==> src/rtl/noc_output_port_sched.sv <==
// Per-output-port packet scheduler for the mesh router.
// Round-robin arbitration over five input ports, with the grant locked from head
// flit to tail flit. Flit transfer is gated on downstream credits, and the block
// drives the crossbar select for its output.
module noc_output_port_sched #(
  parameter int NUM_IN = 5,
  parameter int DEPTH  = 4,
  parameter int CW     = 3
) (
  input  logic              clk,
  input  logic              rst,
  input  logic [NUM_IN-1:0] req,
  input  logic [NUM_IN-1:0] valid_in,
  input  logic [NUM_IN-1:0] tail_in,
  input  logic              credit_in,
  output logic [NUM_IN-1:0] gnt,
  output logic [2:0]        sel,
  output logic              fire,
  output logic [CW-1:0]     credit_cnt,
  output logic              busy,
  output logic              cred_err
);

  typedef enum logic [0:0] {
    IDLE = 1'b0,
    LOCK = 1'b1
  } state_t;

  localparam logic [CW-1:0] CRED_FULL = CW'(DEPTH);
  localparam logic [CW-1:0] CRED_ONE  = CW'(1);
  localparam logic [CW-1:0] CRED_ZERO = CW'(0);
  localparam logic [2:0]    LAST_IDX  = 3'(NUM_IN - 1);

  state_t              state_r;
  logic [2:0]          owner_r;
  logic [2:0]          rr_ptr_r;
  logic [NUM_IN-1:0]   gnt_r;
  logic [2:0]          sel_r;
  logic                busy_r;
  logic [CW-1:0]       credit_cnt_r;
  logic                cred_err_r;

  logic [2:0]          scan_idx_s;
  logic [2:0]          win_idx_s;
  logic                win_vld_s;
  logic                fire_s;
  logic                release_s;
  logic [CW-1:0]       credit_nxt_s;
  logic                cred_ovf_s;

  // Advance an input index by one, wrapping from the last port back to port 0.
  function automatic logic [2:0] wrap_inc(input logic [2:0] v);
    return (v == LAST_IDX) ? 3'd0 : v + 3'd1;
  endfunction

  // Round-robin search: first requester at or after rr_ptr, wrapping past the last port.
  always_comb begin
    win_vld_s  = 1'b0;
    win_idx_s  = 3'd0;
    scan_idx_s = rr_ptr_r;
    for (int k = 0; k < NUM_IN; k++) begin
      if (!win_vld_s && req[scan_idx_s]) begin
        win_vld_s = 1'b1;
        win_idx_s = scan_idx_s;
      end else begin
        win_vld_s = win_vld_s;
      end
      scan_idx_s = wrap_inc(scan_idx_s);
    end
  end

  // The owner's flit moves only while locked and a downstream slot is free.
  always_comb begin
    fire_s    = 1'b0;
    release_s = 1'b0;
    if (state_r == LOCK && !rst) begin
      fire_s    = valid_in[owner_r] && (credit_cnt_r != CRED_ZERO);
      release_s = fire_s && tail_in[owner_r];
    end else begin
      fire_s    = 1'b0;
      release_s = 1'b0;
    end
  end

  // Next credit count. Simultaneous spend and return cancel out; a return while full flags an overflow.
  always_comb begin
    credit_nxt_s = credit_cnt_r;
    cred_ovf_s   = 1'b0;
    if (fire_s && !credit_in) begin
      credit_nxt_s = credit_cnt_r - CRED_ONE;
    end else if (credit_in && !fire_s) begin
      if (credit_cnt_r == CRED_FULL) begin
        cred_ovf_s = 1'b1;
      end else begin
        credit_nxt_s = credit_cnt_r + CRED_ONE;
      end
    end else begin
      credit_nxt_s = credit_cnt_r;
    end
  end

  // Packet-lock FSM with registered grant, select and busy outputs.
  always_ff @(posedge clk) begin
    if (rst) begin
      state_r  <= IDLE;
      owner_r  <= 3'd0;
      rr_ptr_r <= 3'd0;
      gnt_r    <= '0;
      sel_r    <= 3'd0;
      busy_r   <= 1'b0;
    end else begin
      case (state_r)
        IDLE: begin
          if (win_vld_s) begin
            state_r  <= LOCK;
            owner_r  <= win_idx_s;
            rr_ptr_r <= wrap_inc(win_idx_s);
            gnt_r    <= NUM_IN'(1) << win_idx_s;
            sel_r    <= win_idx_s;
            busy_r   <= 1'b1;
          end else begin
            state_r <= IDLE;
            gnt_r   <= '0;
            sel_r   <= 3'd0;
            busy_r  <= 1'b0;
          end
        end
        LOCK: begin
          if (release_s) begin
            state_r <= IDLE;
            gnt_r   <= '0;
            sel_r   <= 3'd0;
            busy_r  <= 1'b0;
          end else begin
            state_r <= LOCK;
          end
        end
        default: begin
          state_r <= IDLE;
          gnt_r   <= '0;
          sel_r   <= 3'd0;
          busy_r  <= 1'b0;
        end
      endcase
    end
  end

  // Downstream credit counter and sticky overflow flag; both persist across packets.
  always_ff @(posedge clk) begin
    if (rst) begin
      credit_cnt_r <= CRED_FULL;
      cred_err_r   <= 1'b0;
    end else begin
      credit_cnt_r <= credit_nxt_s;
      if (cred_ovf_s) begin
        cred_err_r <= 1'b1;
      end else begin
        cred_err_r <= cred_err_r;
      end
    end
  end

  assign gnt        = gnt_r;
  assign sel        = sel_r;
  assign busy       = busy_r;
  assign fire       = fire_s;
  assign credit_cnt = credit_cnt_r;
  assign cred_err   = cred_err_r;

endmodule

==> config.mk <==
export PLATFORM = sky130hd
export DESIGN_NAME = noc_output_port_sched
export DESIGN_NICKNAME = d
export VERILOG_FILES = /design/src/rtl/noc_output_port_sched.sv
export SDC_FILE = /design/constraint.sdc
export NUM_CORES = 1
export LEC_CHECK = 0
export BUFFER_PORTS_ARGS = -buffer_cell sky130_fd_sc_hd__buf_2
export CAP_MARGIN = 20
export CORE_UTILIZATION = 56
export DETAILED_ROUTE_END_ITERATION = 10
export HOLD_SLACK_MARGIN = 0.12
export PLACE_DENSITY = 0.79
export SLEW_MARGIN = 20
export SYNTH_ARGS = -nofsm -noshare
export SYNTH_HDL_FRONTEND = slang
export SYNTH_SLANG_ARGS = --single-unit
==> constraint.sdc <==
create_clock -name clk -period 4.85 [get_ports clk]
set_input_delay 0.97 -clock clk [delete_from_list [all_inputs] [get_ports clk]]
set_output_delay 0.97 -clock clk [all_outputs]
set_load 0.005 [all_outputs]
# After elaboration in Yosys (flattened, before gate mapping)
# Cells that the tools add are included.
[op_classes]
add_sub_neg = 7
eq_ne = 8
shifts = 1
muxes = 48
order_cmp = 6
bitwise_logic = 1
n_reduce_logical = 20
[ops]
columns = ["op", "count"]
rows = [
  ["$mux W3", 15],
  ["$lt A3 B4 Y1 const B", 6],
  ["$bmux W1 S3", 7],
  ["$mux W1", 20],
  ["$add A3 B1 Y3 const B", 6],
  ["$eq A3 B3 Y1 const B", 6],
  ["$mux W5", 2],
  ["$pmux W5 S2", 1],
  ["$logic_and A1 B1 Y1", 9],
  ["$logic_not A1 Y1", 7],
  ["$pmux W3 S2", 1],
  ["$shl A1 B3 Y5 const A", 1],
  ["$pmux W1 S2", 2],
  ["$reduce_and A2 Y1", 2],
  ["$reduce_bool A3 Y1", 1],
  ["$sub A3 B1 Y3 const B", 1],
  ["$ne A2 B1 Y1 const B", 1],
  ["$ne A2 B2 Y1 const B", 1],
  ["$reduce_bool A2 Y1", 1],
  ["$not A1 Y1", 1],
]
[word_totals]
in_bits = 18
word_cells = 99
ff_bits = 20

# Longest topological paths before layout
# Gate-level depths: netlist (run 1).
[logic_depth]
word_depth = 18
depth_mapped = 19

# Worst setup path before layout (run 1)
# No wires, ideal clock.
[synth_path]
kind = "register to register"
start = "register rr_ptr_r[0]"
end = "register rr_ptr_r[2]"
n_path_buf = 3
period_less_slack_ns = 3.873
slack_ns = 0.977
required_ns = 4.733
arrival_time_ns = 3.756
setup_ns = 0.117
path_stages_with_launch = 19
path_cell_list = "dfxtp_1 -> buf_2 -> buf_2 -> inv_1 -> ha_1 -> buf_2 -> nand2b_1 -> a311o_1 -> and2_4 -> a211o_1 -> a311oi_2 -> or2_2 -> and3_1 -> a311o_1 -> inv_2 -> ha_1 -> ha_1 -> inv_1 -> a22o_1"
[synth_via]
elab_chain_cells = 17
elab_cells_between_ends = 44
classes_between = "5 x add/sub; 5 x eq/ne; 25 x mux; 9 x reduce/logical"
[synth_lines]
columns = ["element", "line_no", "text"]
rows = [
  ["start, declared", "36", "logic [2:0] rr_ptr_r;"],
  ["start signal, assigned", "117", "rr_ptr_r <= wrap_inc(win_idx_s);"],
  ["branches (longest 14 deep; another with $add A3 B1 Y3)", "--", ""],
  ["$mux W3 *", "62", "if (!win_vld_s && req[scan_idx_s]) begin"],
  ["named net win_idx_s[1]", "44", "logic [2:0] win_idx_s;"],
  ["$add A3 B1 Y3 / $eq A3 B3 Y1 (equally long branches)", "53", "return (v == LAST_IDX) ? 3'd0 : v + 3'd1;"],
  ["$mux W3 *", "53", ""],
]
# Mark *: on every way through the listed nets, which the timed path passes. The select of a mux whose other input is x is not followed.
# A chain may end at the register's enable or synchronous reset.

# Final worst setup path (run 1)
[layout_path]
start = "register rr_ptr_r[1]"
end = "register rr_ptr_r[2]"
# The elaborated chain is that of the path after synthesis.

==> results of run 1 <==
[registers in the layout, indices dropped and copies added (netlist names)]
register,flops
gnt,5
sel,3
state_r,1
owner_r,3
credit_cnt,3
cred_err,1
busy,1
rr_ptr_r,3
[worst max path at each step]
stage / cells after the start / startpoint / slack [ns] / endpoint
2_1_floorplan: 18 / rr_ptr_r[0]$_SDFFE_PP0P_ / 0.98 / rr_ptr_r[2]$_SDFFE_PP0P_
3_3_place_gp: 14 / rr_ptr_r[1]$_SDFFE_PP0P_ / 0.77 / rr_ptr_r[2]$_SDFFE_PP0P_
3_5_place_dp: 14 / rr_ptr_r[1]$_SDFFE_PP0P_ / 0.69 / rr_ptr_r[2]$_SDFFE_PP0P_
6_report: 14 / rr_ptr_r[1]$_SDFFE_PP0P_ / 0.62 / rr_ptr_r[2]$_SDFFE_PP0P_
4_1_cts: 14 / rr_ptr_r[1]$_SDFFE_PP0P_ / 0.68 / rr_ptr_r[2]$_SDFFE_PP0P_
5_1_grt: 14 / rr_ptr_r[1]$_SDFFE_PP0P_ / 0.40 / rr_ptr_r[2]$_SDFFE_PP0P_
[logic make-up (layout without fill, tap and decap cells)]
| kind of cell | after synthesis | in the layout |
|---|---|---|
| adder cells (fa/ha/maj) | 12 | 12 |
| flip-flops | 20 | 20 |
| AO/OA/AOI/OAI | 81 | 81 |
| AND/OR/NAND/NOR | 88 | 88 |
| buffers and inverters | 32 | 55 |
| XOR/XNOR | 2 | 2 |
| multiplexers | 16 | 16 |
[per-layer routing]
metal  routed length [µm]  GRT usage [%]  vias to the layer above
li1                     -              -                      983
met1                 2300           38.5                      967
met2                 2300           41.2                       84
met3                  364           2.74                        8
met4                   61           9.01                        0
met5                    0              0                        -
[power by group through the flow]
stage / Clock, mW / Sequential [mW] / Combinational [mW]
after floorplan: 0 / 0.241 / 1.11
after global placement: 0 / 0.262 / 1.32
after detailed placement: 0 / 0.264 / 1.33
after CTS: 0.171 / 0.260 / 1.34
after global routing: 0.178 / 0.269 / 1.49
final: 0.169 / 0.262 / 1.36
[cells in the mapped netlist (3+ instances only)]
cell / number
a22oi_1: 3
a31oi_1: 6
nand3_1: 14
clkbuf_1: 5
nor2_1: 19
or3_1: 3
mux2i_1: 11
a32o_1: 3
nor2b_1: 7
o21ai_0: 7
a21oi_1: 17
inv_1: 16
a22o_1: 7
dfxtp_1: 20
buf_2: 6
mux2_2: 3
a21o_1: 7
nand2b_1: 5
inv_2: 3
and3_1: 6
a211o_1: 5
nor3b_1: 4
nand2_1: 14
ha_1: 11
[through the flow]
stage / utilization [%] / worst slack, ns / power (mW) / cells / instance area [µm²]
after floorplan: - / 0.977 / 1.35 / 251 / 2070
after global routing: 66.5 / 0.403 / 1.94 / 320 / 2290
final: 66.5 / 0.625 / 1.79 / 320 / 2290
after detailed placement: 64.4 / 0.689 / 1.59 / 316 / 2220
after global placement: 64.4 / 0.775 / 1.58 / 316 / 2220
after CTS: 66.5 / 0.676 / 1.77 / 320 / 2290
[area by class of cell]
type	count	share of cell area, %
Multi-Input combinational cell	199	66.7
Sequential cell	20	17.5
Inverter	19	3.11
Clock inverter	1	1.31
Clock buffer	3	1.80
Timing Repair Buffer	32	7.10
Tap cell	46	2.51
[worst max-delay path, cell delays in order, from the launching register on]
cell and delay, ns:
dfxtp_1 0.54, inv_1 0.13, ha_1 0.67, inv_1 0.25, o41a_1 0.46, and3_1 0.23
mux2_2 0.29, mux2_2 0.31, mux2i_1 0.17, o211a_1 0.23, inv_1 0.12, ha_1 0.22
ha_1 0.27, inv_1 0.04, a22o_1 0.19
==> impl_metrics.prom, run 1 <==
# TYPE chip_impl_metric gauge
chip_impl_info{name="main_combinational_cell_family_by_area_after_synthesis",value="compound AO/OA/AOI/OAI gates"} 1
chip_impl_metric{name="total_leakage_power",unit="nW"} 1.03
chip_impl_metric{name="worst_slew_pin_slew",unit="ns"} 0.726
chip_impl_info{name="min_delay_worst_endpoint",value="sel[2]$_SDFFE_PP0P_"} 1
chip_impl_metric{name="postRouteWirelength",unit="mm"} 5.02
chip_impl_info{name="clock_tree_from_tritoncts",value="built"} 1
chip_impl_metric{name="dr.first_iter.drc_count",unit=""} 235
chip_impl_metric{name="synthesis.nets",unit=""} 281
chip_impl_metric{name="cp_data_required_time",unit="ns"} 5.01
chip_impl_metric{name="setup_viol",unit=""} 0
chip_impl_metric{name="vias",unit=""} 2042
chip_impl_metric{name="grt_first_pass_wirelength",unit="mm"} 8.50
chip_impl_metric{name="comb_power_share",unit="%"} 75.9
chip_impl_info{name="worst_r2r_endpoint",value="rr_ptr_r[2]$_SDFFE_PP0P_"} 1
chip_impl_metric{name="syn_avg_cell_area",unit="µm²"} 8.23
chip_impl_metric{name="post_cts.resized_instances",unit=""} 0
chip_impl_metric{name="drt-vias-per-instance",unit=""} 6.38
chip_impl_info{name="worstHoldPathType",value="register to register"} 1
chip_impl_metric{name="route.detailed.drc",unit=""} 0
chip_impl_metric{name="cts_hold_buf",unit=""} 0
chip_impl_info{name="critPathLaunchType",value="register"} 1
chip_impl_metric{name="track_usage",unit="%"} 26.7
chip_impl_metric{name="syn_to_final_growth",unit="%"} 10.8
chip_impl_metric{name="max_freq",unit="GHz"} 0.237
chip_impl_metric{name="worstPathArrival",unit="ns"} 4.39
chip_impl_info{name="layout.cells.most_common",value="buf_2"} 1
chip_impl_metric{name="timing.final.crit_share",unit="%"} 87.1
chip_impl_info{name="crit-reg2reg-launch",value="rr_ptr_r[1]$_SDFFE_PP0P_"} 1
chip_impl_metric{name="initial_core_util",unit="%"} 60.0
chip_impl_metric{name="regArea",unit="µm²"} 400
chip_impl_metric{name="final_layout_setup_total_negative_slack",unit="ns"} 0
chip_impl_metric{name="switching_share",unit="%"} 50.7
chip_impl_metric{name="number_of_enable_flip_flop_cells_after_synthesis",unit=""} 0
chip_impl_metric{name="ff2ff_path_depth",unit=""} 14
chip_impl_info{name="rsz0062_at_grt",value="false"} 1
chip_impl_metric{name="io_buffers",unit=""} 31
chip_impl_metric{name="die-height",unit="µm"} 62.7
chip_impl_metric{name="fin_worst_skew",unit="ns"} 0.00203
chip_impl_metric{name="die_width",unit="µm"} 62.7
chip_impl_info{name="hold_path.startpoint",value="sel[2]$_SDFFE_PP0P_"} 1
chip_impl_metric{name="numClockSinks",unit=""} 20
chip_impl_metric{name="synth_simple_gate_area_share",unit="%"} 23.1
chip_impl_metric{name="postSynthCellCount",unit=""} 251
chip_impl_metric{name="dp.final_hpwl",unit="mm"} 3.82
chip_impl_metric{name="power.ir.vdd_worst",unit="µV"} 581
chip_impl_metric{name="std_cell_rows",unit=""} 21
chip_impl_metric{name="seq_power_share",unit="%"} 14.6
chip_impl_info{name="run_status",value="finished clean"} 1
chip_impl_metric{name="synth_compound_gate_area_share",unit="%"} 32.3
chip_impl_metric{name="yosysWarningCount",unit=""} 0
chip_impl_metric{name="firstDrtPassIters",unit=""} 5
chip_impl_metric{name="drv.max_cap_violation_count",unit=""} 0
chip_impl_metric{name="synth_adder_area_share",unit="%"} 7.63
chip_impl_info{name="synth_top_area_cell",value="dfxtp_1"} 1
chip_impl_metric{name="grt_pass1_vias",unit=""} 1822
chip_impl_metric{name="final_period_minus_worst_setup_slack",unit="ns"} 4.23
chip_impl_metric{name="netlist.area_leader.share",unit="%"} 19.4
chip_impl_metric{name="path_clk_slew",unit="ns"} 0.08
chip_impl_metric{name="cts_max_level",unit=""} 1
chip_impl_metric{name="cp_max_fo",unit=""} 19
chip_impl_metric{name="synth.mux.area_fraction",unit="%"} 9.15
chip_impl_metric{name="ios",unit=""} 32
chip_impl_info{name="netlist_top_cells_area",value="dfxtp_1 19%, ha_1 6.7%, mux2i_1 5.3%, a21oi_1 4.1%, nor2_1 3.5%"} 1
chip_impl_metric{name="worst_slew_margin_rel",unit="%"} 51.6
chip_impl_metric{name="grt_max_degree",unit=""} 22
chip_impl_metric{name="die_area",unit="mm²"} 0.00394
chip_impl_metric{name="internal-power",unit="mW"} 0.882
chip_impl_info{name="criticalPathCategory",value="register to register"} 1
chip_impl_metric{name="ff_to_ff_setup_slack",unit="ns"} 0.62
chip_impl_metric{name="wl_per_cell",unit="µm"} 15.7
chip_impl_metric{name="area_of_the_multi_input_gates",unit="mm²"} 0.00153
chip_impl_metric{name="fraction_of_the_yosys_area_taken_by_sequential_cells",unit="%"} 19.4
chip_impl_metric{name="hold-path-cell-count",unit=""} 2
chip_impl_metric{name="fillers",unit=""} 305
chip_impl_metric{name="antenna_cell_count",unit=""} 0
chip_impl_metric{name="place.gp.congestion",unit=""} 0.946
chip_impl_metric{name="power_per_standard_cell_area",unit="mW/mm²"} 781
chip_impl_metric{name="cts_made_buffers",unit=""} 3
chip_impl_metric{name="cts_setup_buffers",unit=""} 0
chip_impl_metric{name="final_hold_viol_count",unit=""} 0
chip_impl_metric{name="number_of_slew_limit_violations_in_the_final_report",unit=""} 0
chip_impl_info{name="ys.flop_type",value="dfxtp_1"} 1
chip_impl_metric{name="clock_power_share",unit="%"} 9.4
chip_impl_metric{name="clk_latency",unit="ns"} 0.26
chip_impl_metric{name="drive_gt1_share",unit="%"} 22.3
chip_impl_metric{name="ys_ff_latch",unit=""} 20
chip_impl_metric{name="final.hold.worst_slack",unit="ns"} 0.455
chip_impl_metric{name="overflow",unit=""} 0
chip_impl_metric{name="synth.cell_area",unit="mm²"} 0.00207
chip_impl_metric{name="core_area",unit="mm²"} 0.00344
chip_impl_metric{name="cts.path.max_buffers",unit=""} 2
chip_impl_metric{name="drtAntennaViolNets",unit=""} 0
chip_impl_info{name="clock_root_buffer",value="clkbuf_8"} 1
chip_impl_metric{name="yosysUniqueCellTypes",unit=""} 64
chip_impl_metric{name="synth_xor_xnor_area_share",unit="%"} 1.76
chip_impl_info{name="endpoint_kind",value="register"} 1
chip_impl_metric{name="power.switching",unit="mW"} 0.907
chip_impl_metric{name="number_of_antenna_violations_at_the_first_check_in_global_routing",unit=""} 0
chip_impl_info{name="final_cell_mix",value="31 x buf_2, 20 x dfxtp_1, 19 x nor2_1"} 1
chip_impl_metric{name="nets",unit=""} 305
chip_impl_metric{name="share_of_synthesized_flip_flops_with_an_asynchronous_set_or_reset",unit="%"} 0
(Power assumes the default switching activity.)
==> inputs of run 2 (changes only) <==
- CORE_UTILIZATION: 56 -> 30
- PLACE_DENSITY: 0.79 -> 0.48
==> run 2 against run 1 <==
- setup slack gained 0.073 ns
- sequential share of layout area is 0.17 points lower
- combinational power about the same
- highest routed layer unchanged
- worst hold slack about the same
- largest cell class unchanged
- register-to-register slack improved by 0.07 ns
- largest power group unchanged
- critical path type unchanged
- critical path depth is 1 higher
==> impl_metrics.prom, run 2 (synthesis results as in run 1) <==
# TYPE chip_impl_metric gauge
chip_impl_info{name="criticalPathCategory",value="register to register"} 1
chip_impl_metric{name="ios",unit=""} 32
chip_impl_metric{name="die_area",unit="mm²"} 0.00722
chip_impl_metric{name="largest_register_ffs",unit=""} 5
chip_impl_metric{name="drt-vias-per-instance",unit=""} 5.61
chip_impl_metric{name="met2_wl_post_dr",unit="mm"} 2.54
chip_impl_metric{name="post_route_setup_slack",unit="ns"} 0.698
chip_impl_metric{name="power_per_standard_cell_area",unit="mW/mm²"} 761
chip_impl_metric{name="power.ir.vdd_worst",unit="µV"} 325
chip_impl_metric{name="final_period_minus_worst_setup_slack",unit="ns"} 4.15
chip_impl_metric{name="firstDrtPassIters",unit=""} 4
chip_impl_info{name="clock_tree_from_tritoncts",value="built"} 1
chip_impl_metric{name="worst_slew_margin_rel",unit="%"} 48.2
chip_impl_metric{name="overflow",unit=""} 0
chip_impl_metric{name="cts_max_level",unit=""} 1
chip_impl_metric{name="cts.path.max_buffers",unit=""} 2
chip_impl_metric{name="syn_to_final_growth",unit="%"} 11.9
chip_impl_info{name="timing.critical_path.mode_cell",value="ha_1"} 1
chip_impl_metric{name="timing.final.crit_share",unit="%"} 85.6
chip_impl_info{name="clock_root_buffer",value="clkbuf_8"} 1
chip_impl_metric{name="path_clk_slew",unit="ns"} 0.08
chip_impl_metric{name="cts_hold_buf",unit=""} 0
chip_impl_metric{name="dp_slack",unit="ns"} 0.767
chip_impl_metric{name="antenna_cell_count",unit=""} 0
chip_impl_metric{name="met3_wirelength",unit="µm"} 178
chip_impl_metric{name="clk_latency",unit="ns"} 0.26
chip_impl_metric{name="std_cell_rows",unit=""} 29
chip_impl_info{name="worstHoldPathType",value="register to register"} 1
chip_impl_metric{name="fin_worst_skew",unit="ns"} 0.00209
chip_impl_metric{name="setup_viol",unit=""} 0
chip_impl_metric{name="die-height",unit="µm"} 85.0
chip_impl_metric{name="track_usage",unit="%"} 15.1
chip_impl_metric{name="comb_power_share",unit="%"} 77.6
chip_impl_metric{name="clock_power_share",unit="%"} 7.3
chip_impl_info{name="crit-reg2reg-launch",value="rr_ptr_r[1]$_SDFFE_PP0P_"} 1
chip_impl_metric{name="switching_share",unit="%"} 51.8
chip_impl_metric{name="io_buffers",unit=""} 31
chip_impl_info{name="rsz0062_at_grt",value="false"} 1
chip_impl_metric{name="worstPathArrival",unit="ns"} 4.31
chip_impl_metric{name="seq_power_share",unit="%"} 15.1
chip_impl_metric{name="core_area",unit="mm²"} 0.00649
chip_impl_metric{name="grt_max_degree",unit=""} 22
chip_impl_metric{name="timing.critical_path.buf_inv",unit=""} 3
chip_impl_metric{name="finalPower",unit="mW"} 1.76
chip_impl_metric{name="grt_pass1_vias",unit=""} 1781
chip_impl_metric{name="post_cts.resized_instances",unit=""} 0
chip_impl_metric{name="drv.max_cap_violation_count",unit=""} 0
chip_impl_metric{name="die_width",unit="µm"} 85.0
chip_impl_info{name="hold_path.startpoint",value="busy$_SDFFE_PP0P_"} 1
chip_impl_metric{name="grt_first_pass_wirelength",unit="mm"} 8.84
chip_impl_metric{name="dp.final_hpwl",unit="mm"} 4.16
chip_impl_metric{name="cts_setup_buffers",unit=""} 0
chip_impl_metric{name="total_leakage_power",unit="nW"} 1.03
chip_impl_info{name="final_cell_mix",value="31 x buf_2, 20 x dfxtp_1, 19 x nor2_1"} 1
chip_impl_info{name="cpLargestDelayFamily",value="compound AO/OA/AOI/OAI gates"} 1
chip_impl_metric{name="wl_per_cell",unit="µm"} 15.4
chip_impl_metric{name="final_hold_viol_count",unit=""} 0
chip_impl_metric{name="initial_core_util",unit="%"} 31.8
chip_impl_metric{name="dr.first_iter.drc_count",unit=""} 92
chip_impl_metric{name="drive_gt1_share",unit="%"} 22.3
chip_impl_info{name="path_cells",value="inv_1 -> ha_1 -> nand2b_1 -> a311o_1 -> and2_4 -> a211o_1 -> a311oi_2 -> or2_2 -> and3_1 -> a311o_1 -> inv_2 -> ha_1 -> ha_1 -> inv_1 -> a22o_1"} 1
chip_impl_metric{name="final.hold.worst_slack",unit="ns"} 0.455
chip_impl_metric{name="numClockSinks",unit=""} 20
chip_impl_info{name="endpoint_kind",value="register"} 1
chip_impl_info{name="cpMaxStageDelayCell",value="ha_1"} 1
chip_impl_info{name="layout.cells.most_common",value="buf_2"} 1
chip_impl_metric{name="cts_made_buffers",unit=""} 3
chip_impl_info{name="critPathLaunchType",value="register"} 1
chip_impl_metric{name="postRouteWirelength",unit="mm"} 5.41
chip_impl_metric{name="cp_data_required_time",unit="ns"} 5.00
chip_impl_metric{name="place.detailed.instances",unit=""} 347
chip_impl_metric{name="final_layout_setup_total_negative_slack",unit="ns"} 0
chip_impl_metric{name="number_of_antenna_violations_at_the_first_check_in_global_routing",unit=""} 0
chip_impl_metric{name="worst_slew_pin_slew",unit="ns"} 0.775
chip_impl_metric{name="place.gp.congestion",unit=""} 0.805
chip_impl_metric{name="max_freq",unit="GHz"} 0.241
chip_impl_metric{name="cp_max_fo",unit=""} 19
chip_impl_info{name="route.top_layer_used",value="met4"} 1
chip_impl_metric{name="route.detailed.drc",unit=""} 0
chip_impl_metric{name="routed_length_on_met1",unit="mm"} 2.66
chip_impl_metric{name="power.switching",unit="mW"} 0.911
chip_impl_metric{name="drtAntennaViolNets",unit=""} 0
chip_impl_metric{name="vias",unit=""} 1969
chip_impl_metric{name="final_cells",unit=""} 351
chip_impl_info{name="critical_path.startpoint",value="rr_ptr_r[1]$_SDFFE_PP0P_"} 1
chip_impl_metric{name="internal-power",unit="mW"} 0.848
chip_impl_metric{name="nets",unit=""} 305
chip_impl_metric{name="number_of_slew_limit_violations_in_the_final_report",unit=""} 0
chip_impl_info{name="run_status",value="finished clean"} 1
chip_impl_metric{name="crit_path_max_incr_delay",unit="ns"} 0.53
==> run 2: worst min-delay path: stages (launching register included) <==
cell     delay (ns)
dfxtp_1        0.31
nand2_1        0.05
a21oi_1        0.05
==> run 2: metrics by stage <==
step                cell area [µm²]  utilization (%)
detailed placement             2260             34.8
floorplan                      2070                -
global route                   2310             35.6
CTS                            2310             35.6
global placement               2260             34.8
finish                         2310             35.6
==> run 2: area by class of cell <==
type,count,area (µm²)
clock buffer,4,55.1
fill,680,4180
inverter,19,71.3
multi-input combinational,199,1530
sequential,20,400
tap,77,96.3
timing repair buffer,32,163
==> run 2: final timing paths <==
| check | endpoint | slack (ns) | cells after the start |
|---|---|---|---|
| worst max-delay path | rr_ptr_r[2]$_SDFFE_PP0P_ | 0.70 | 15 |
| worst min-delay path | busy$_SDFFE_PP0P_ | 0.45 | 2 |
| worst max register to register | rr_ptr_r[2]$_SDFFE_PP0P_ | 0.70 | 15 |
| worst min register to register | busy$_SDFFE_PP0P_ | 0.45 | 2 |
==> run 2: power groups by stage <==
stage          clock [mW]  sequential, mW  combinational, mW
6_report            0.128           0.266               1.37
5_1_grt             0.138           0.274               1.50
4_1_cts             0.132           0.266               1.36
3_5_place_dp            0           0.270               1.34
3_3_place_gp            0           0.271               1.37
2_1_floorplan           0           0.241               1.11
==> run 2: routing by layer <==
| metal | track usage, % | vias to the layer above |
|---|---|---|
| met5 | 0 | - |
| met4 | 4.01 | 0 |
| met3 | 1.56 | 4 |
| met1 | 20.4 | 930 |
| met2 | 25.8 | 50 |
| li1 | - | 985 |
